## src/rtl/accum_feeder.sv

```systemverilog
// Transmit side of the putFlag/value byte-burst link: captures up to three bytes on load,
// replays the valid ones as one contiguous burst, then holds an idle gap before the next load.
module accum_feeder #(
    parameter int WIDTH      = 8,
    parameter int GAP_CYCLES = 2
) (
    input  logic             clk,
    input  logic             reset,
    input  logic             load,
    input  logic [WIDTH-1:0] in0,
    input  logic [WIDTH-1:0] in1,
    input  logic [WIDTH-1:0] in2,
    input  logic             in0_valid,
    input  logic             in1_valid,
    input  logic             in2_valid,
    output logic             busy,
    output logic             putFlag,
    output logic [WIDTH-1:0] value,
    output logic             done
);

    typedef enum logic [1:0] {IDLE, SEND, GAP} state_t;

    // GAP state covers every gap cycle except the last, which is already spent in IDLE with busy low.
    localparam logic [3:0] GAP_RELOAD = (GAP_CYCLES >= 2) ? 4'(GAP_CYCLES - 2) : 4'd0;

    state_t           state_q;
    logic [WIDTH-1:0] slot_q [3];
    logic [2:0]       rem_q;
    logic [3:0]       gap_cnt_q;
    logic             busy_q;
    logic             put_q;
    logic [WIDTH-1:0] value_q;
    logic             done_q;

    logic [WIDTH-1:0] in_w [3];
    logic [2:0]       pick_mask;
    logic [1:0]       pick_idx;
    logic             pick_any;
    logic [WIDTH-1:0] pick_val;
    logic [2:0]       rem_d;

    assign in_w[0] = in0;
    assign in_w[1] = in1;
    assign in_w[2] = in2;

    // In IDLE the first byte comes straight from the inputs so putFlag rises right after the load edge.
    always_comb begin
        pick_mask = (state_q == IDLE) ? {in2_valid, in1_valid, in0_valid} : rem_q;
        pick_idx  = 2'd0;
        for (int i = 2; i >= 0; i--) begin
            if (pick_mask[i]) begin
                pick_idx = 2'(i);
            end
        end
        pick_any = |pick_mask;
        pick_val = (state_q == IDLE) ? in_w[pick_idx] : slot_q[pick_idx];
        rem_d    = pick_mask & ~(3'b001 << pick_idx);
    end

    always_ff @(posedge clk) begin
        if (reset) begin
            state_q   <= IDLE;
            rem_q     <= '0;
            gap_cnt_q <= '0;
            busy_q    <= 1'b0;
            put_q     <= 1'b0;
            value_q   <= '0;
            done_q    <= 1'b0;
            for (int i = 0; i < 3; i++) begin
                slot_q[i] <= '0;
            end
        end else begin
            done_q <= 1'b0;
            case (state_q)
                IDLE: begin
                    if (load) begin
                        for (int i = 0; i < 3; i++) begin
                            slot_q[i] <= in_w[i];
                        end
                        rem_q <= rem_d;
                        if (pick_any) begin
                            state_q <= SEND;
                            busy_q  <= 1'b1;
                            put_q   <= 1'b1;
                            value_q <= pick_val;
                        end else begin
                            done_q    <= 1'b1;
                            gap_cnt_q <= GAP_RELOAD;
                            state_q   <= (GAP_CYCLES == 1) ? IDLE : GAP;
                            busy_q    <= (GAP_CYCLES != 1);
                        end
                    end
                end
                SEND: begin
                    if (pick_any) begin
                        value_q <= pick_val;
                        rem_q   <= rem_d;
                    end else begin
                        put_q     <= 1'b0;
                        value_q   <= '0;
                        done_q    <= 1'b1;
                        gap_cnt_q <= GAP_RELOAD;
                        state_q   <= (GAP_CYCLES == 1) ? IDLE : GAP;
                        busy_q    <= (GAP_CYCLES != 1);
                    end
                end
                GAP: begin
                    if (gap_cnt_q == 4'd0) begin
                        state_q <= IDLE;
                        busy_q  <= 1'b0;
                    end else begin
                        gap_cnt_q <= gap_cnt_q - 4'd1;
                    end
                end
                default: begin
                    state_q <= IDLE;
                    busy_q  <= 1'b0;
                    put_q   <= 1'b0;
                    value_q <= '0;
                end
            endcase
        end
    end

    assign busy    = busy_q;
    assign putFlag = put_q;
    assign value   = value_q;
    assign done    = done_q;

endmodule

```

## config.mk

```make
export PLATFORM = sky130hd
export DESIGN_NAME = accum_feeder
export DESIGN_NICKNAME = d
export VERILOG_FILES = /design/src/rtl/accum_feeder.sv
export SDC_FILE = /design/constraint.sdc
export NUM_CORES = 1
export LEC_CHECK = 0
export ABC_CLOCK_PERIOD_IN_PS = 3250
export CAP_MARGIN = 20
export CORE_AREA = 2 2 61 91
export DETAILED_ROUTE_END_ITERATION = 12
export DIE_AREA = 0 0 63 93
export HOLD_SLACK_MARGIN = 0.03
export PLACE_DENSITY_LB_ADDON = 0.1
export SYNTH_ARGS = -nofsm -noshare
export SYNTH_HDL_FRONTEND = slang
export SYNTH_SLANG_ARGS = --single-unit
```

## constraint.sdc

```tcl
create_clock -name clk -period 3.25 [get_ports clk]
set_clock_uncertainty 0.1 [all_clocks]
set_input_delay 0.4875 -clock clk [delete_from_list [all_inputs] [get_ports clk]]
set_output_delay 0.4875 -clock clk [all_outputs]
set_load 0.02 [all_outputs]
```

==> results.cfg, run 1 <==
[detailed_routing]
wl_per_cell_um = 15.31
drt_wl_total_mm = 5.253
detail_route.vias_per_cell = 5.362
vias = 1839
ant_nets = 0
firstDrtPassIters = 4
drc = 0
drt_iter0_drc = 90

[flow_run]
cap_viol_max_count = 0

[placement]
dpl.hpwl_mm = 3.932
port_buffers = 40
post-place-ws_ns = 0.6763
routabilityCongestion = 0.8501

[layout]
area_growth_pct = 25.71
mostFrequentLayoutCells = clkdlybuf4s50_1, and2_1, edfxtp_1
final_common_cell = clkdlybuf4s50_1
nets = 305
drive_gt1_share_pct = 7.636
diodes = 0

[setup_path]
end_kind = flip-flop
cp_data_arrival_time_ns = 2.49
reg2reg_slack_ns = 0.88
worstPathMaxFanout = 15
reg2reg_to = value[4]
cp_data_required_time_ns = 3.37
r2r_cells = 6
worstSetupStartpointType = flip-flop
crit_type = reg -> reg
r2r_start = state_q[1]

[global_route]
grt_max_degree = 17
grt_pass1_vias = 1866
grtUsageTotal_pct = 19.38
use_met3_pct = 4.813
grt_pass1_wl_mm = 8.818
grt_antenna_before_repair = 0
grt.busiest_layer = met2
use_met2_pct = 32.71
grt-ovfl-total = 0
grt_util_met1_pct = 22.58

[floorplanning]
start_util_pct = 44.41
die_w_um = 63
row_count = 32
coreArea_um2 = 5085
fp.dieH_um = 93
dieArea_um2 = 5859
io_pins = 41

[clock_network]
cts.sinks = 44
ctsHoldBuffers = 0
cts-root-buf = clkbuf_8
cts_tree = built
cts_buffers = 5
cts_resized = 0
post_cts_buffers = 0
clock_latency_ns = 0.30
clk_pin_slew_worst_paths_ns = 0.08
cts_buffer_depth = 2
htreeDepth = 2

[synth]
synth_seq_cells = 44
ys_warn_count = 0
synthesis.nets = 264
avgSynthCellArea_um2 = 9.693
ys_async_sr_fraction_pct = 0
synth_top_cells_by_area = edfxtp_1, dfxtp_1, and2_1, and3_1, a21oi_1
synth_edf_count = 24
yosys.cell_types.count = 41
synthCells = 233
yosysSeqAreaShare_pct = 49.64
netlist_area_um2 = 2258
synth.largest_area_cell = edfxtp_1
ys.flop_type = edfxtp_1
synth_top_area_share_pct = 31.91

[power_and_ir_drop]
irDropWorstVdd_mv = 0.2778
power_density_nw_per_um2 = 555.4
power_uw = 1577
power.static_leakage_uw = 0.001105

[timing]
fin_crit_ns = 2.371
fin_crit_sh_pct = 72.95
tns_ns = 0
rsz0062_at_grt = false
setup_viol = 0
clock.fmax_mhz = 421.8
maxSlewViolCount = 0
setup_slack_ns = 0.8792
worstMarginPinSlew_ns = 0.7386
finalHoldViolCount = 0
slew_headroom_pct = 50.58

[hold_path]
hold_end = value[6]
hp-start = value[6]
worstHoldPathCells = 1
hp-class = reg -> reg

[status]
status = complete, no violations
-- power breakdown --
| group | switching (uW) | total (uW) | internal (uW) |
|---|---|---|---|
| logic | 243 | 444 | 201 |
| clock network | 186 | 414 | 228 |
| registers | 46.0 | 718 | 672 |
| total | 475 | 1580 | 1100 |
-- cell usage after synthesis (all sizes together), types with 2 or more instances --
cell     count
buf          5
inv          3
nand2b       4
or4          2
or2          2
and2        24
a22oi        8
o2bb2ai      8
nor2b        7
mux2i        3
nor4        10
nor2        16
o21ai       15
clkbuf       8
a211oi       2
and3        17
dfxtp       20
a21oi       17
edfxtp      24
nor3         3
nand2       21
-- layout make-up --
class	count	area (um2)
fillers	484	2246
repair buffers	47	452.9
clock inverters	2	35.03
well taps	68	85.08
multi-input cells	173	1061
inverters	3	11.26
flip-flops and latches	44	1121
clock buffers	6	72.57
-- worst max-delay path, cell delays in order, from the launching register on --
cell	delay (ns)
dfxtp_1	0.44
buf_4	0.25
or4_4	0.54
a21boi_4	0.17
nor2_1	0.46
nor4_1	0.15
o2bb2ai_1	0.18
-- per-layer routing --
metal / share of wire [%] / routed length [um]
met1: 42 / 2232
met5: 0 / 0
met3: 4.3 / 228
met4: 2.9 / 154
met2: 50 / 2639
-- cells by family (layout without fill, tap and decap cells) --
kind of cell	Yosys count	in the layout	synth area share, %
simple gates	109	109	26.93
compound gates	59	59	17.51
flops	44	44	49.64
buf+inv	16	58	3.379
mux	4	4	1.994
fa+ha+maj	1	1	0.5539
-- sequential cells by signal (all words and copies together), names as in the netlist --
| register | count |
|---|---|
| gap_cnt_q | 4 |
| rem_q | 3 |
| busy | 1 |
| done | 1 |
| value | 8 |
| state_q | 2 |
| putFlag | 1 |
| slot_q | 24 |
-- how the worst max path moves through the flow --
stage | start | to | depth (start not counted) | slack, ns
floorplan | reset | slot_q[0][0] | 2 | 1.33
finish | state_q[1] | value[4] | 6 | 0.88
global placement | in1_valid | value[4] | 6 | 0.73
CTS | state_q[1] | value[4] | 6 | 0.89
detailed placement | in1_valid | value[4] | 6 | 0.68
global route | state_q[1] | value[4] | 6 | 0.72
-- stage by stage --
stage | cell area [um2] | hold slack (ns) | cells | utilization [%]
finish | 2839 | 0.3679 | 343 | 55.83
global route | 2839 | 0.3985 | 343 | 55.83
CTS | 2839 | 0.3728 | 343 | 55.83
detailed placement | 2731 | 0.3517 | 335 | 53.72
global placement | 2731 | 0.3579 | 335 | 53.72
floorplan | 2258 | 0.3250 | 233 | -
Power figures use the tool's default switching activity.
==> run 2, diff against run 1 <==
--- a/config.mk
+++ b/config.mk
@@ -5,7 +5,7 @@
 export SDC_FILE = /design/constraint.sdc
 export NUM_CORES = 1
 export LEC_CHECK = 0
-export ABC_CLOCK_PERIOD_IN_PS = 3250
+export ABC_CLOCK_PERIOD_IN_PS = 2400
 export CAP_MARGIN = 20
 export CORE_AREA = 2 2 61 91
 export DETAILED_ROUTE_END_ITERATION = 12
==> constraint.sdc (replaced) <==
create_clock -name clk -period 2.4 [get_ports clk]
set_clock_uncertainty 0.1 [all_clocks]
set_input_delay 0.36 -clock clk [delete_from_list [all_inputs] [get_ports clk]]
set_output_delay 0.36 -clock clk [all_outputs]
set_load 0.02 [all_outputs]
==> run 2 against run 1 <==
Against the previous run: die area unchanged; first-iteration DRC count down 1.1%; global-route usage up 0.40 points; register-to-register slack worse by 0.64 ns; sequential cell count unchanged; sequential power up 34%; clock power up 8.5%; combinational power up 51%; power up 32%; critical path type is now in -> reg; critical endpoint is now value[6]; highest routed layer unchanged.
==> results.cfg, run 2 (same netlist as run 1, synthesis figures left out) <==
[clock_network]
cts-root-buf = clkbuf_8
cts_resized = 0
htreeDepth = 2
clk_pin_slew_worst_paths_ns = 0.08
ctsHoldBuffers = 0
cts_tree = built
cts_buffers = 5
post_cts_buffers = 0
clock_latency_ns = 0.29
cts.sinks = 44
cts_buffer_depth = 2

[detailed_routing]
ant_nets = 0
detail_route.vias_per_cell = 5.438
drt_iter0_drc = 89
drc = 0
drt_wl_total_mm = 5.479
wl_per_cell_um = 15.39
vias = 1936
firstDrtPassIters = 4

[floorplanning]
start_util_pct = 44.41
die_w_um = 63
coreArea_um2 = 5085
fp.dieH_um = 93
dieArea_um2 = 5859
row_count = 32
io_pins = 41

[layout]
area_growth_pct = 29.36
nets = 318
drive_gt1_share_pct = 11.11
final_common_cell = clkdlybuf4s50_1
final_cells = 356
largest_register = slot_q
diodes = 0
largest_reg_flops = 24
mostFrequentLayoutCells = clkdlybuf4s50_1, and2_1, edfxtp_1

[setup_path]
slowest_delay_ns = 0.49
cp_data_arrival_time_ns = 2.32
r2r_cells = 6
slowest_stage = or4_4
end_kind = flip-flop
path_cells = clkdlybuf4s50_1 > or4_4 > a21boi_4 > nor2_1 > nor4_1 > buf_4 > o2bb2ai_1
crit_type = in -> reg
worstPathMaxFanout = 8
cp_data_required_time_ns = 2.53
worstSetupStartpointType = input pin

[timing]
clock.fmax_mhz = 455.7
setup_viol = 0
fin_crit_sh_pct = 91.44
rsz0062_at_grt = false
slew_headroom_pct = 53.08
setup_slack_ns = 0.2054
whs_ns = 0.3660
worstMarginPinSlew_ns = 0.6843
finalHoldViolCount = 0
fin_crit_ns = 2.195
maxSlewViolCount = 0

[global_route]
grt_util_met1_pct = 23.89
grtUsageTotal_pct = 19.78
grt-ovfl-total = 0
grt.busiest_layer = met2
use_met3_pct = 5.054
grt_antenna_before_repair = 0
grt_pass1_vias = 1933
use_met2_pct = 33.87
grt_pass1_wl_mm = 9.121
grt_max_degree = 22

[status]
status = complete, no violations

[hold_path]
worstHoldPathCells = 1
hp-class = reg -> reg

[placement]
dpl.hpwl_mm = 4.105
dp_cells = 348
port_buffers = 40
routabilityCongestion = 0.7963
post-place-ws_ns = -0.09180

[power_and_ir_drop]
power.static_leakage_uw = 0.001159
irDropWorstVdd_mv = 0.4794
power_density_nw_per_um2 = 713.4
power_uw = 2084

[flow_run]
cap_viol_max_count = 0
==> run 2: report_power, final <==
| part | internal, uW | switching, uW | total [uW] |
|---|---|---|---|
| combinational | 320 | 351 | 672 |
| sequential | 910 | 54.2 | 964 |
| clock | 203 | 246 | 449 |
==> run 2: final timing paths <==
path                     start  slack, ns      endpoint
setup / recovery     in1_valid       0.21      value[6]
hold / removal    gap_cnt_q[0]       0.37  gap_cnt_q[0]
setup reg to reg    state_q[1]       0.24      value[6]
hold reg to reg   gap_cnt_q[0]       0.37  gap_cnt_q[0]
==> run 2: final cells by class <==
cell class              instances  area (um2)
well taps                      68       85.08
multi-input cells             173        1061
flip-flops and latches         44        1121
fillers                       475        2163
inverters                       3       11.26
clock buffers                   7       76.32
clock inverters                 1       3.754
repair buffers                 60       563.0
==> run 2: through the flow <==
stage,instance area [um2],util (%),setup TNS [ns]
floorplan,2258,-,0
global placement,2841,55.88,-0.1947
detailed placement,2841,55.88,-0.6457
CTS,2922,57.46,0
global route,2922,57.46,0
finish,2922,57.46,0
==> run 2: worst max-delay path, delay by kind of cell <==
family                 cells  cell delay (ns)
AOI/OAI and AO/OA          2             0.27
buffers and inverters      2             0.58
and+or+nand+nor            3             1.11
==> run 2: metal layers <==
layer,part of all wire (%),vias to the layer above
met5,0,-
met4,1.7,0
met3,4.2,8
met2,51,50
met1,43,917
li1,-,961
